$ cat config.mk
export PLATFORM = sky130hd
export DESIGN_NAME = tl_timer
export DESIGN_NICKNAME = d
export VERILOG_FILES = /design/src/rtl/tl_timer_pkg.sv /design/src/rtl/tlul_pkg.sv /design/src/rtl/tl_timer_core.sv /design/src/rtl/tl_timer.sv
export SDC_FILE = /design/constraint.sdc
export NUM_CORES = 1
export LEC_CHECK = 0
export BUFFER_PORTS_ARGS = -buffer_cell sky130_fd_sc_hd__buf_4
export CORE_MARGIN = 2
export CORE_UTILIZATION = 45
export DETAILED_ROUTE_END_ITERATION = 16
export GPL_TIMING_DRIVEN = 0
export SYNTH_ARGS = -nofsm -noshare
export SYNTH_HDL_FRONTEND = slang
export SYNTH_HIERARCHICAL = 1
export SYNTH_SLANG_ARGS = --single-unit
$ cat constraint.sdc
create_clock -name clk_i -period 3.1 [get_ports clk_i]
set_clock_uncertainty 0.05 [all_clocks]
set_input_delay 0.155 -clock clk_i [delete_from_list [all_inputs] [get_ports clk_i]]
set_output_delay 0.155 -clock clk_i [all_outputs]
set_load 0.02 [all_outputs]
$ cat src/rtl/tl_timer_pkg.sv
// Register map, field indices and register-file type for tl_timer.
package tl_timer_pkg;

  localparam logic [4:0] TIMER_CTRL        = 5'h00;
  localparam logic [4:0] TIMER_PRESCALE    = 5'h04;
  localparam logic [4:0] TIMER_MTIME_LO    = 5'h08;
  localparam logic [4:0] TIMER_MTIME_HI    = 5'h0C;
  localparam logic [4:0] TIMER_MTIMECMP_LO = 5'h10;
  localparam logic [4:0] TIMER_MTIMECMP_HI = 5'h14;
  localparam logic [4:0] TIMER_INTR_STATE  = 5'h18;
  localparam logic [4:0] TIMER_UNMAPPED    = 5'h1C;

  localparam int unsigned CTRL_EN = 0;
  localparam int unsigned CTRL_IE = 1;

  typedef enum logic {
    RESP_IDLE,
    RESP_PEND
  } resp_state_e;

  typedef struct packed {
    logic [1:0]  ctrl;
    logic [31:0] prescale;
    logic [63:0] mtimecmp;
  } timer_reg_t;

  function automatic logic [31:0] apply_mask(input logic [31:0] old_val,
                                             input logic [31:0] wdata,
                                             input logic [3:0]  mask);
    logic [31:0] res;
    res = old_val;
    for (int unsigned b = 0; b < 4; b++) begin
      if (mask[b]) res[8*b +: 8] = wdata[8*b +: 8];
    end
    return res;
  endfunction

endpackage

$ cat src/rtl/tlul_pkg.sv
// Shared TL-UL bus types used by crossbar devices.
package tlul_pkg;

  typedef enum logic [2:0] {
    PutFullData    = 3'h0,
    PutPartialData = 3'h1,
    Get            = 3'h4
  } tl_a_op_e;

  typedef enum logic [2:0] {
    AccessAck     = 3'h0,
    AccessAckData = 3'h1
  } tl_d_op_e;

  typedef struct packed {
    logic        a_valid;
    tl_a_op_e    a_opcode;
    logic [2:0]  a_param;
    logic [1:0]  a_size;
    logic [7:0]  a_source;
    logic [31:0] a_address;
    logic [3:0]  a_mask;
    logic [31:0] a_data;
    logic        d_ready;
  } tl_h2d_t;

  typedef struct packed {
    logic        d_valid;
    tl_d_op_e    d_opcode;
    logic [2:0]  d_param;
    logic [1:0]  d_size;
    logic [7:0]  d_source;
    logic        d_sink;
    logic [31:0] d_data;
    logic        d_error;
    logic        a_ready;
  } tl_d2h_t;

endpackage

$ cat src/rtl/tl_timer_core.sv
// Prescaler, 64-bit mtime counter, compare and sticky INTR_STATE.
module tl_timer_core
  import tl_timer_pkg::*;
#(
  parameter int unsigned PrescaleW = 12
) (
  input  logic                 clk_i,
  input  logic                 rst_ni,
  input  logic                 en,
  input  logic [PrescaleW-1:0] prescale,
  input  logic                 prescale_we,
  input  logic                 mtime_lo_we,
  input  logic                 mtime_hi_we,
  input  logic [31:0]          wdata,
  input  logic [63:0]          mtimecmp,
  input  logic                 intr_clr,
  output logic [63:0]          mtime,
  output logic                 intr_state
);

  logic [PrescaleW-1:0] pcnt;
  logic                 tick;
  logic                 cmp_hit;
  logic [63:0]          mtime_nxt;

  assign tick    = en && (pcnt == prescale);
  assign cmp_hit = en && (mtime >= mtimecmp);

  // A bus write to either half swallows a coincident tick, including its carry.
  always_comb begin
    mtime_nxt = mtime;
    if (mtime_lo_we) begin
      mtime_nxt[31:0] = wdata;
    end else if (mtime_hi_we) begin
      mtime_nxt[63:32] = wdata;
    end else if (tick) begin
      mtime_nxt = mtime + 64'd1;
    end
  end

  always_ff @(posedge clk_i or negedge rst_ni) begin
    if (!rst_ni) begin
      pcnt <= '0;
    end else if (prescale_we || tick) begin
      pcnt <= '0;
    end else if (en) begin
      pcnt <= pcnt + 1'b1;
    end
  end

  always_ff @(posedge clk_i or negedge rst_ni) begin
    if (!rst_ni) begin
      mtime      <= '0;
      intr_state <= 1'b0;
    end else begin
      mtime <= mtime_nxt;
      if (cmp_hit) begin
        intr_state <= 1'b1;
      end else if (intr_clr) begin
        intr_state <= 1'b0;
      end
    end
  end

endmodule

$ cat src/rtl/tl_timer.sv
// TL-UL timer device: request decode, register file and registered response.
module tl_timer
  import tlul_pkg::*;
  import tl_timer_pkg::*;
#(
  parameter int unsigned PrescaleW = 12
) (
  input  logic    clk_i,
  input  logic    rst_ni,
  input  tl_h2d_t tl_i,
  output tl_d2h_t tl_o,
  output logic    intr_timer_o
);

  localparam logic [31:0] PrescaleMask = 32'((64'd1 << PrescaleW) - 64'd1);

  resp_state_e state_q, state_d;
  timer_reg_t  reg_q;

  logic        accept;
  logic        op_get;
  logic        op_put;
  logic        req_err;
  logic        wr_en;
  logic [4:0]  reg_addr;
  logic [31:0] rdata;
  logic [31:0] wdata_merged;
  logic [63:0] mtime;
  logic        intr_state;

  tl_d_op_e    d_opcode_q;
  logic [1:0]  d_size_q;
  logic [7:0]  d_source_q;
  logic [31:0] d_data_q;
  logic        d_error_q;

  logic        unused_tl;
  assign unused_tl = ^{tl_i.a_param, tl_i.a_address[31:5]};

  assign accept   = tl_i.a_valid && (state_q == RESP_IDLE);
  assign reg_addr = {tl_i.a_address[4:2], 2'b00};
  assign op_get   = (tl_i.a_opcode == Get);
  assign op_put   = (tl_i.a_opcode == PutFullData) || (tl_i.a_opcode == PutPartialData);
  assign req_err  = (|tl_i.a_address[1:0]) || (reg_addr == TIMER_UNMAPPED) || !(op_get || op_put);
  assign wr_en    = accept && op_put && !req_err;

  always_comb begin
    state_d = state_q;
    case (state_q)
      RESP_IDLE: if (accept)       state_d = RESP_PEND;
      RESP_PEND: if (tl_i.d_ready) state_d = RESP_IDLE;
      default:                     state_d = RESP_IDLE;
    endcase
  end

  always_comb begin
    rdata = '0;
    case (reg_addr)
      TIMER_CTRL:        rdata = {30'b0, reg_q.ctrl};
      TIMER_PRESCALE:    rdata = reg_q.prescale;
      TIMER_MTIME_LO:    rdata = mtime[31:0];
      TIMER_MTIME_HI:    rdata = mtime[63:32];
      TIMER_MTIMECMP_LO: rdata = reg_q.mtimecmp[31:0];
      TIMER_MTIMECMP_HI: rdata = reg_q.mtimecmp[63:32];
      TIMER_INTR_STATE:  rdata = {31'b0, intr_state};
      default:           rdata = '0;
    endcase
  end

  // The read mux doubles as the old value for byte-masked merges.
  assign wdata_merged = apply_mask(rdata, tl_i.a_data, tl_i.a_mask);

  always_ff @(posedge clk_i or negedge rst_ni) begin
    if (!rst_ni) begin
      reg_q.ctrl     <= '0;
      reg_q.prescale <= '0;
      reg_q.mtimecmp <= '1;
    end else if (wr_en) begin
      case (reg_addr)
        TIMER_CTRL:        reg_q.ctrl              <= wdata_merged[1:0];
        TIMER_PRESCALE:    reg_q.prescale          <= wdata_merged & PrescaleMask;
        TIMER_MTIMECMP_LO: reg_q.mtimecmp[31:0]    <= wdata_merged;
        TIMER_MTIMECMP_HI: reg_q.mtimecmp[63:32]   <= wdata_merged;
        default: ;
      endcase
    end
  end

  tl_timer_core #(
    .PrescaleW(PrescaleW)
  ) u_core (
    .clk_i       (clk_i),
    .rst_ni      (rst_ni),
    .en          (reg_q.ctrl[CTRL_EN]),
    .prescale    (reg_q.prescale[PrescaleW-1:0]),
    .prescale_we (wr_en && (reg_addr == TIMER_PRESCALE)),
    .mtime_lo_we (wr_en && (reg_addr == TIMER_MTIME_LO)),
    .mtime_hi_we (wr_en && (reg_addr == TIMER_MTIME_HI)),
    .wdata       (wdata_merged),
    .mtimecmp    (reg_q.mtimecmp),
    .intr_clr    (wr_en && (reg_addr == TIMER_INTR_STATE) && tl_i.a_mask[0] && tl_i.a_data[0]),
    .mtime       (mtime),
    .intr_state  (intr_state)
  );

  always_ff @(posedge clk_i or negedge rst_ni) begin
    if (!rst_ni) begin
      state_q    <= RESP_IDLE;
      d_opcode_q <= AccessAck;
      d_size_q   <= '0;
      d_source_q <= '0;
      d_data_q   <= '0;
      d_error_q  <= 1'b0;
    end else begin
      state_q <= state_d;
      if (accept) begin
        d_opcode_q <= op_get ? AccessAckData : AccessAck;
        d_size_q   <= tl_i.a_size;
        d_source_q <= tl_i.a_source;
        d_data_q   <= (op_get && !req_err) ? rdata : '0;
        d_error_q  <= req_err;
      end
    end
  end

  always_comb begin
    tl_o          = '0;
    tl_o.d_valid  = (state_q == RESP_PEND);
    tl_o.d_opcode = d_opcode_q;
    tl_o.d_size   = d_size_q;
    tl_o.d_source = d_source_q;
    tl_o.d_data   = d_data_q;
    tl_o.d_error  = d_error_q;
    tl_o.a_ready  = (state_q == RESP_IDLE);
  end

  assign intr_timer_o = intr_state & reg_q.ctrl[CTRL_IE];

endmodule

# Word-level counts from Yosys, hierarchy flattened

Index checks and enable logic that the tools add are counted.

Register bits after elaboration: 202
Input port bits: 88
Output and inout port bits: 53

Add/sub/neg operators: 2
Magnitude comparators: 1
Eq/ne operators: 11
Muxes and demuxes: 18
Bitwise operators: 3
Reductions and logical operators: 32

Operator list:

| cell                  | number |
|---|---|
| $pmux 32 s7           | 1 |
| $mux 32               | 4 |
| $add 64x1->64 const B | 1 |
| $ge 64x64->1          | 1 |
| $mux 64               | 1 |
| $mux 8                | 4 |
| $mux 12               | 2 |
| $eq 3x3->1 const B    | 5 |
| $add 12x1->12 const B | 1 |
| $eq 12x12->1          | 1 |
| $logic_and 1x1->1     | 12 |
| $reduce_and 2->1      | 6 |
| $reduce_bool 2->1     | 4 |
| $eq 3x1->1 const B    | 2 |
| $eq 3x2->1 const B    | 2 |
| $logic_not 5->1       | 1 |
| $logic_or 1x1->1      | 5 |
| $mux 1                | 5 |
| $logic_not 3->1       | 1 |
| $logic_not 1->1       | 2 |
| $ne 2x1->1 const B    | 1 |
| $not 1->1             | 2 |
| $pmux 1 s2            | 1 |
| $reduce_or 2->1       | 1 |
| $and 1x1->1           | 1 |

# Logic depth before layout (Yosys ltp)

Gate-level depths: netlist of run 1.

Depth in word-level cells: 12
Mapped depth: 11
Gate-level depth less buffers: 9

# Cells and area by module

Netlist of run 1, hierarchy kept.

By module, submodules not included:

| module        | times used | cells each | area an instance (sq um) |
|---|---|---|---|
| tl_timer      | 1          | 625        | 6608.8 |
| tl_timer_core | 1          | 782        | 6254.7 |

# Worst setup path after synthesis of run 1

OpenSTA, ideal clock, no wires.

Path kind: reg-to-reg
From: reg u_core.mtime[41]
To: reg u_core.mtime[62]
Data arrival time: 2432 ps
Data required time: 2913 ps
Setup slack: 481 ps
Stages on the path, launching flop included: 9
Path through: dfrtp_1 nand4_1 or2_2 or3_4 or4_1 clkbuf_2 or4b_1 o21ai_1 a21oi_1

Word-level cells in the longest chain between the ends: 3

RTL lines:

| item                   | RTL line            | text |
|---|---|---|
| start, declared        | tl_timer_core.sv:17 | `output logic [63:0] mtime,` |
| start signal, assigned | tl_timer_core.sv:56 | `mtime <= mtime_nxt;` |
| $add 64x1->64          | tl_timer_core.sv:37 | `mtime_nxt = mtime + 64'd1;` |
| $mux 64                | tl_timer_core.sv:36 | `end else if (tick) begin` |
| $mux 32                | tl_timer_core.sv:34 | `end else if (mtime_hi_we) begin` |

Every way passes these cells. The select of a mux whose other input is x is not followed.
A chain may end at the register's enable or synchronous reset.

# Final worst setup path of run 1

From: reg, netlist name reg_q[70]
To: reg u_core.mtime[24]

Word-level cells in the longest chain between the ends: 4

RTL lines:

| item                        | RTL line            | text |
|---|---|---|
| $eq 12x12->1                | tl_timer_core.sv:26 | `assign tick = en && (pcnt == prescale);` |
| $logic_and 1x1->1           | tl_timer_core.sv:26 |  |
| $reduce_bool 2->1 (no line) | n/a                 |  |
| $reduce_and 2->1 (no line)  | n/a                 |  |

Every way passes these cells.

==> results of run 1 <==
power groups by stage:
stage | Combinational, µW | Clock [µW] | Sequential (µW)
2_1_floorplan | 737 | 0 | 3100
3_3_place_gp | 1230 | 0 | 3130
3_5_place_dp | 1260 | 0 | 3130
4_1_cts | 1290 | 2350 | 3090
5_1_grt | 1430 | 2440 | 3120
6_report | 1310 | 2340 | 3090
cells in the final DEF (no fill, tap or decap), drive strengths merged, types with 25 or more instances in the layout:
cell type / n
nand2: 169
buf: 152
dfrtp: 136
o21ai: 105
inv: 88
nor2: 84
a21oi: 78
ha: 66
dfstp: 64
clkbuf: 59
mux2: 54
nand3: 44
nand4: 42
nand2b: 33
a31oi: 33
xnor2: 28
dlygate4sd3: 27
a22oi: 26
xor2: 25
critical path: stages, from the launching register on:
cell      delay [ns]
dfrtp_1         0.46
xnor2_1         0.18
nand3_1         0.15
nor4_4          0.40
clkbuf_2        0.33
nand4_1         0.29
buf_2           0.34
nor4_4          0.40
xnor2_1         0.16
o21ai_0         0.09
cells by family after synthesis:
kind of cell,count (synthesis),synth area share (%)
compound gates,360,18.0
xor+xnor,53,3.61
fa+ha+maj,66,6.42
flops,200,39.5
buf+inv,170,5.87
mux,82,7.98
simple gates,475,18.6
other cells,1,0.0292
worst max path at each step:
stage,start,end,slack (ns),cells after the start
final,reg_q[70],u_core/mtime[24],0.1,9
after floorplan,u_core/mtime[41],u_core/mtime[62],0.48,8
after global routing,state_q,u_core/mtime[14],0.01,10
after global placement,reg_q[96],u_core/mtime[24],-0.66,9
after detailed placement,reg_q[96],u_core/mtime[24],-0.64,9
after CTS,reg_q[70],u_core/mtime[24],-0.01,9
flip-flops by register name, indices dropped and copies added (netlist names), 2 cells and up:
register / count
d_data_q: 32
u_core/pcnt: 12
u_core/mtime: 64
reg_q: 78
d_source_q: 8
d_size_q: 2
what timing repair did:
action,in CTS,in global routing
buffers inserted,4,0
pin swaps,2,1
hold buffers,27,0
resized for setup,15,24
hold endpoints to repair,108,0
setup endpoints to repair,63,34
cell type report:
type / count / share of cell area, %
multi-input cells: 1042 / 46.8
well taps: 378 / 3.12
plain buffers: 87 / 3.07
repair buffers: 134 / 7.40
clock buffers: 17 / 2.81
clock inverters: 15 / 1.18
flip-flops and latches: 200 / 33.6
inverters: 82 / 2.03
layer usage:
metal | track usage, % | vias up | part of all wire, %
met1 | 45.4 | 5921 | 45
li1 | - | 5414 | -
met2 | 47.7 | 596 | 45
met3 | 5.01 | 60 | 8.5
met4 | 7.70 | 0 | 1.8
met5 | 0 | - | 0
per-stage QoR:
stage / utilization, % / cell area (µm²) / hold WS [ns] / power, µW
5_1_grt: 54.2 / 15200 / 0.00415 / 7000
2_1_floorplan: - / 12900 / -0.191 / 3840
4_1_cts: 54.1 / 15100 / 0.00208 / 6730
3_3_place_gp: 50.5 / 14100 / 0.285 / 4360
3_5_place_dp: 50.7 / 14200 / 0.214 / 4390
6_report: 54.2 / 15200 / 0.00740 / 6740
==> metrics, run 1 <==
top-count cell post-synth nand2_1; Synth area leaders dfrtp_1 (26%), dfstp_2 (13%), ha_1 (6.4%); Multi-input gate area 0.00709 mm²; Fin. Hold Viols 0; min setup slack post-route about 0.096 ns; minimum clock period between 3 and 4 ns; Hold Path Sink reg_q[31]; clock transition at the registers of the reported paths ~0.080 ns; Reg area a little over 0.005 mm²; IO buf count about 100; number of global-route vias before repair roughly 11000; largest net degree at the start of global routing between 100 and 150; max_slew headroom ~31%; die area 0.0300 mm²; CTS tree built; Post-DRT Antenna Nets 0; Final GP Congestion between 0.9 and 1; flop2flop setup slack around 0.096 ns; CTS max path bufs 2; combinational power share 19.4%; Hold Path Cell Cnt 3; Ys Warns 6; post-synthesis register bit count 200; CTS Root Cell clkbuf_16; Core Region 0.0279 mm²; RSZ-0062 raised after global routing false; First DRT Iteration DRCs 1371; gr ovfl total 0; dpl cells 1893; CTS H-tree lvls 4; Synth area leader dfrtp_1; Max Slew Vio Count 0; worst reg2reg endpoint u_core/mtime[24]; setup_tns 0 ns; PD cells 445 mW/mm²; top-area cell type share of the netlist area a little over a quarter; Net Sw Frac about a third; router iterations before antenna repair 6; Crit Path Class register to register; CTS sink count 200; Primary FF master, synth dfrtp_1; Internal 4500 µW; Clock Power Share 34.7%; Mean Syn Cell Area around 9.1 µm²; mapped cell area about 0.013 mm²; MaxCap Viol Count 0; Final Setup Violations 0; WP data required 3.35 ns; crit path capture type register; DR DRC count 0; CP Data Arrival Time ~3.3 ns; Die X 173 µm; fin crit share a little over nine tenths; Slew @ Worst Pin about 1.0 ns; Global Route Usage Sum a little under a third; Layout area overhead 17.8%; Post-synth top cells nand2_1 (169), dfrtp_1 (136), o21ai_0 (95); Netlist cell types 80; r2r worst-path depth 9; ys async rst share 100%; row count ~60; via count between 10000 and 15000; number of nets in the layout 1718; boundary pin count ~140; DP Worst Slack -0.636 ns; outcome completed; Sw Pwr about 2200 µW; Total Routed Length 46.7 mm; Starting Density ~46%; critical path fanouts, max 10; antenna violations before repair 0; maximum vdd drop approximately 0.4 mV; chip height about 170 µm; Lkg Pwr 0.00633 µW; hold path startpoint tl_i[32]; Hold Path Class primary input to register; Post-Synthesis Cells 1407; CP Launch Type register; diode count 0; Flop pwr share 45.9%; Post-Layout Cell Count just under 2000; Layout fillers 2614; via density per instance 6.13; Clk Latency, worst-skew pair roughly 0.45 ns; R2R Path Start reg_q[70]; layout cells sized above 1 roughly 22%; Num CTS Buffers 17; Max Fclk between 0.3 and 0.4 GHz; first-pass GRT wire length 70.7 mm; wire per inst roughly 24 µm; DP HPWL between 30 and 40 mm; Post-synth EDFFs 0; share of the yosys chip area belonging to registers a little under 40%
Power figures use the tool's default switching activity.
==> run 2: changes to the inputs <==
- ABC_AREA: unset -> 1
==> metrics, run 2 <==
boundary pin count about 140; met2 wire length approximately 25 mm; share of the yosys chip area belonging to registers about a third; Synth area leader dfrtp_1; top-area cell type share of the netlist area a little under a quarter; Synth area leaders dfrtp_1 (23%), nand2_1 (20%), dfstp_2 (11%); CP Launch Type register; Biggest register reg_q; IO buf count 101; setup_tns 0 ns; Netlist cell types 44; critical path's slowest cell clkbuf_1; min setup slack post-route roughly 0.1 ns; Post-Synthesis Cells 2234; minimum clock period 3.00 ns; commonest non-fill, non-tap cell in the layout nand2_1; outcome completed; Clk Latency, worst-skew pair around 0.47 ns; Crit Path Class register to register; Num CTS Buffers 17; Ys Warns 6; Layout area overhead 16.5%; row count 66; crit path capture type register; top-count cell post-synth nand2_1; fin crit share a little over nine tenths; diode count 0; Mean Syn Cell Area roughly 6.6 µm²; CTS Root Cell clkbuf_16; MaxCap Viol Count 0; Global Route Usage Sum ~34%; Starting Density a little under half; Post-synth EDFFs 0; mapped cell area 0.0148 mm²; chip height 185 µm; Die X ~190 µm; post-synthesis register bit count 200; Final GP Congestion 1.00; CTS sink count 200; PD cells around 530 mW/mm²; die area between 0.03 and 0.04 mm²; RSZ-0062 raised after global routing false; Primary FF master, synth dfrtp_1; via density per instance roughly 5.4; Core Region about 0.032 mm²; First DRT Iteration DRCs around 1400; antenna violations before repair 1; Final Setup Violations 0; Max Fclk 0.333 GHz; DP Worst Slack about 0.029 ns; CP bufs+invs 5; maximum vdd drop around 0.46 mV; Max Slew Vio Count 0; WP data required ~3.4 ns; wire per inst just under 20 µm; largest net degree at the start of global routing ~120; family with the most delay on the worst path buffers and inverters; clock transition at the registers of the reported paths 0.08 ns; CTS max path bufs 2; Lkg Pwr about 0.0086 µW; router iterations before antenna repair 7; Layout fillers ~3300; worst-path cell chain inv_2 > nand2_2 > inv_2 > nand3_4 > nor2_1 > inv_1 > clkbuf_1 > clkbuf_1 > nand3b_1 > nand2_1 > nand2_1; number of global-route vias before repair around 14000; via count 15400; Hold Path Class primary input to register; biggest regs reg_q: 78 flops, u_core/mtime: 64 flops, d_data_q: 32 flops; Fin. Hold Viols 0; CP Data Arrival Time 3.31 ns; gr ovfl total 0; DR DRC count 0; CTS H-tree lvls 4; max reg flops around 80; first-pass GRT wire length between 80 and 90 mm; met1 WL 26.0 mm; Fin Hold WS around 0.019 ns; Total Routed Length about 56 mm; number of nets in the layout around 2600; DP HPWL 44.5 mm; top sig layer met4; Slew @ Worst Pin 1.12 ns; critical path fanouts, max 10; Worst path max stage delay between 0.5 and 0.6 ns; max_slew headroom between 20 and 25%; Post-synth top cells nand2_1 (798), inv_1 (253), nand3_1 (216); Post-DRT Antenna Nets 0; DR WL met3 4.55 mm; ys async rst share between 90% and 100%; CTS tree built; most frequent cells in the layout nand2_1 (798), inv_1 (253), nand3_1 (216), nor2_1 (212), dfrtp_1 (136); layout cells sized above 1 ~14%
[run 2: cell count changes after synthesis, moves of 26 or more]
cell | before | now
mux2_2 | 51 | 0
nand2b_1 | 33 | 0
or2_2 | 4 | 35
a22oi_1 | 26 | 0
nor2_1 | 83 | 212
a21oi_1 | 78 | 37
nand3_1 | 42 | 216
inv_1 | 82 | 253
a31oi_1 | 33 | 0
nand2_1 | 169 | 798
[run 2: kinds of logic after synthesis]
| logic type | count (synthesis) | synth area share (%) |
|---|---|---|
| AND/OR/NAND/NOR | 1423 | 41.6 |
| buffers and inverters | 350 | 10.4 |
| flip-flops | 200 | 34.4 |
| AO/OA/AOI/OAI | 168 | 6.39 |
| adder cells (fa/ha/maj) | 66 | 5.59 |
| XOR/XNOR | 26 | 1.54 |
| other | 1 | 0.0254 |
[run 2: final cells by class]
| cell class | count | area [µm²] | share of cell area [%] |
|---|---|---|---|
| Timing Repair Buffer | 145 | 1220 | 7.11 |
| Sequential cell | 200 | 5080 | 29.6 |
| Clock buffer | 20 | 478 | 2.78 |
| Clock inverter | 12 | 151 | 0.880 |
| Tap cell | 442 | 553 | 3.22 |
| Inverter | 269 | 1020 | 5.91 |
| Buffer | 81 | 520 | 3.03 |
| Multi-Input combinational cell | 1689 | 8170 | 47.5 |
[run 2: routing by layer]
layer  global-route usage [%]  up-vias
met1                     48.2     7287
met2                     52.3      635
met3                     6.19       65
met5                        0        -
li1                         -     7398
met4                     8.79        0
[run 2: power by group]
part	internal, µW	switching (µW)
clock	1310	1180
sequential	2960	889
combinational	1030	1720
total	5300	3780
[run 2: tightest hold or removal path, delay by kind of cell]
| kind | cells | cell delay, ns |
|---|---|---|
| buf+inv | 1 | 0.07 |
| simple gates | 3 | 0.27 |
[run 2: path summary, 6_finish.rpt]
check / slack (ns) / cells after the start / startpoint / end
worst max-delay path: 0.1 / 11 / state_q / u_core/mtime[32]
worst min register to register: 0.43 / 2 / reg_q[15] / reg_q[15]
worst min-delay path: 0.02 / 4 / tl_i[13] / reg_q[44]
min in group asynchronous: 0.32 / 2 / rst_ni / d_source_q[4]
max in group asynchronous: 1.68 / 3 / rst_ni / reg_q[49]
worst max register to register: 0.1 / 11 / state_q / u_core/mtime[32]
[run 2: timing repair]
action / 4_1_cts / 5_1_grt
buffers inserted: 0 / 0
hold buffers: 43 / 0
gates resized for setup: 0 / 3
hold endpoints to repair: 136 / 0
setup endpoints to repair: 0 / 8
[run 2: through the flow]
stage / util (%) / area, µm² / total power, µW / instances
finish: 53.0 / 17200 / 9080 / 2858
global route: 53.0 / 17200 / 9620 / 2858
CTS: 53.0 / 17200 / 9030 / 2858
detailed placement: 49.7 / 16100 / 6500 / 2783
global placement: 49.6 / 16100 / 6450 / 2782
floorplan: - / 14800 / 5280 / 2239
==> run 3: changes to the inputs <==
- GPL_TIMING_DRIVEN: 0 -> unset
- HOLD_SLACK_MARGIN: unset -> 0.06
==> metrics, run 3 (same netlist as run 2, synthesis figures left out) <==
clock transition at the registers of the reported paths 0.07 ns; DR DRC count 0; largest net degree at the start of global routing 85; CTS sink count 200; crit path capture type register; setup_tns 0 ns; Num CTS Buffers 17; die area roughly 0.034 mm²; RSZ-0062 raised after global routing false; Final GP Congestion between 0.9 and 1; PD cells about 510 mW/mm²; most frequent cells in the layout nand2_1 (798), inv_1 (252), nand3_1 (216), nor2_1 (211), buf_4 (138); Biggest register reg_q; hold path startpoint tl_i[85]; outcome completed; Lkg Pwr 0.00845 µW; CTS max path bufs 2; flop2flop setup slack approximately 0.39 ns; boundary pin count 141; Global Route Usage Sum between 30% and 40%; Die X about 190 µm; number of nets in the layout approximately 2500; first-pass GRT wire length approximately 81 mm; router iterations before antenna repair 7; CP Data Arrival Time just under 3 ns; Final Setup Violations 0; biggest regs reg_q: 78 flops, u_core/mtime: 64 flops, d_data_q: 32 flops; IO buf count approximately 100; Starting Density a little under half; antenna violations before repair 1; CP Launch Type register; Hold Path Cell Cnt 5; layout cells sized above 1 a little over an eighth; fin area 0.0170 mm²; fin crit share between 80% and 90%; Post-DRT Antenna Nets 0; via count about 15000; Hold Path Sink d_source_q[0]; Slew @ Worst Pin between 0.9 and 1 ns; Hold Path Class primary input to register; r2r worst-path depth 10; First DRT Iteration DRCs about 1200; Core Region around 0.032 mm²; chip height between 150 and 200 µm; wire per inst about 19 µm; Layout area overhead 14.9%; gr ovfl total 0; Total Routed Length roughly 52 mm; Max Slew Vio Count 0; Clk Latency, worst-skew pair between 0.4 and 0.5 ns; max reg flops 78; MaxCap Viol Count 0; number of global-route vias before repair 14100; minimum clock period 2.71 ns; commonest non-fill, non-tap cell in the layout nand2_1; WP data required 3.35 ns; Crit Path Class register to register; Max Fclk ~0.37 GHz; CTS H-tree lvls 4; CTS Root Cell clkbuf_16; CTS tree built; worst reg2reg endpoint u_core/mtime[16]; maximum vdd drop roughly 0.43 mV; Fin Hold WS 0.0819 ns; row count 66; max_slew headroom approximately 36%; min setup slack post-route slightly below 0.4 ns; DP HPWL 39.4 mm; Fin. Hold Viols 0; critical path fanouts, max 23; DP Worst Slack just over 0.4 ns; R2R Path Start state_q; via density per instance 5.33; diode count 0; Placed Area roughly 0.016 mm²
[run 3: cell count changes in the layout (fill, tap and decap cells not counted), moves of 5 or more]
cell / previous run / this run
clkbuf_1: 25 / 3
buf_4: 121 / 138
buf_2: 15 / 0
buf_6: 15 / 0
dlygate4sd3_1: 43 / 50
clkbuf_2: 5 / 0
[run 3: layout make-up]
cell class / instances / area [µm²]
fillers: 3283 / 15500
multi-input cells: 1689 / 8180
flip-flops and latches: 200 / 5080
repair buffers: 190 / 1570
inverters: 269 / 1020
well taps: 442 / 553
clock buffers: 23 / 478
clock inverters: 9 / 90.1
[run 3: per-stage QoR]
stage | total power [µW] | cells | utilization [%]
5_1_grt | 9320 | 2822 | 52.3
4_1_cts | 8720 | 2822 | 52.3
6_report | 8740 | 2822 | 52.3
2_1_floorplan | 5280 | 2239 | -
3_3_place_gp | 6340 | 2740 | 49.0
3_5_place_dp | 6390 | 2740 | 49.0
[run 3: critical path, cell delays in order, from the launching register on]
cell and delay, ns:
dfrtp_1 0.39, inv_2 0.07, nand2_2 0.05, inv_2 0.18
nand3_4 0.11, nor2_1 0.30, inv_2 0.26, nand3_2 0.17
nand2_1 0.57, nand2_1 0.25, o21ai_0 0.12
[run 3: what timing repair did]
action                                 in CTS  in global routing
endpoints found under the hold margin     143                  0
hold buffers                               50                  0
setup buffers                               0                  0
setup endpoints to repair                   0                  0
resized for setup                           0                  0
[run 3: power by group]
part	switching, µW	leakage, µW	total, µW	internal (µW)
Combinational	1780	0.00577	2820	1040
Sequential	668	0.00242	3640	2970
Clock	1100	0.000262	2280	1180
Total	3550	0.00845	8740	5190
[run 3: how the worst max path moves through the flow]
stage,startpoint,cells past startpoint,slack (ns),end
final,state_q,10,0.39,u_core/mtime[16]
after CTS,state_q,12,0.38,u_core/mtime[49]
after global routing,state_q,12,0.11,u_core/mtime[48]
after global placement,state_q,12,0.43,u_core/mtime[50]
after floorplan,state_q,12,0.87,u_core/pcnt[10]
after detailed placement,state_q,12,0.40,u_core/mtime[49]
[run 3: per-layer routing]
layer	up-vias	track usage (%)	wire length (µm)
li1	7327	-	-
met1	7137	46.7	25200
met2	548	48.0	22600
met3	41	4.82	3870
met4	0	6.48	701
met5	-	0	0
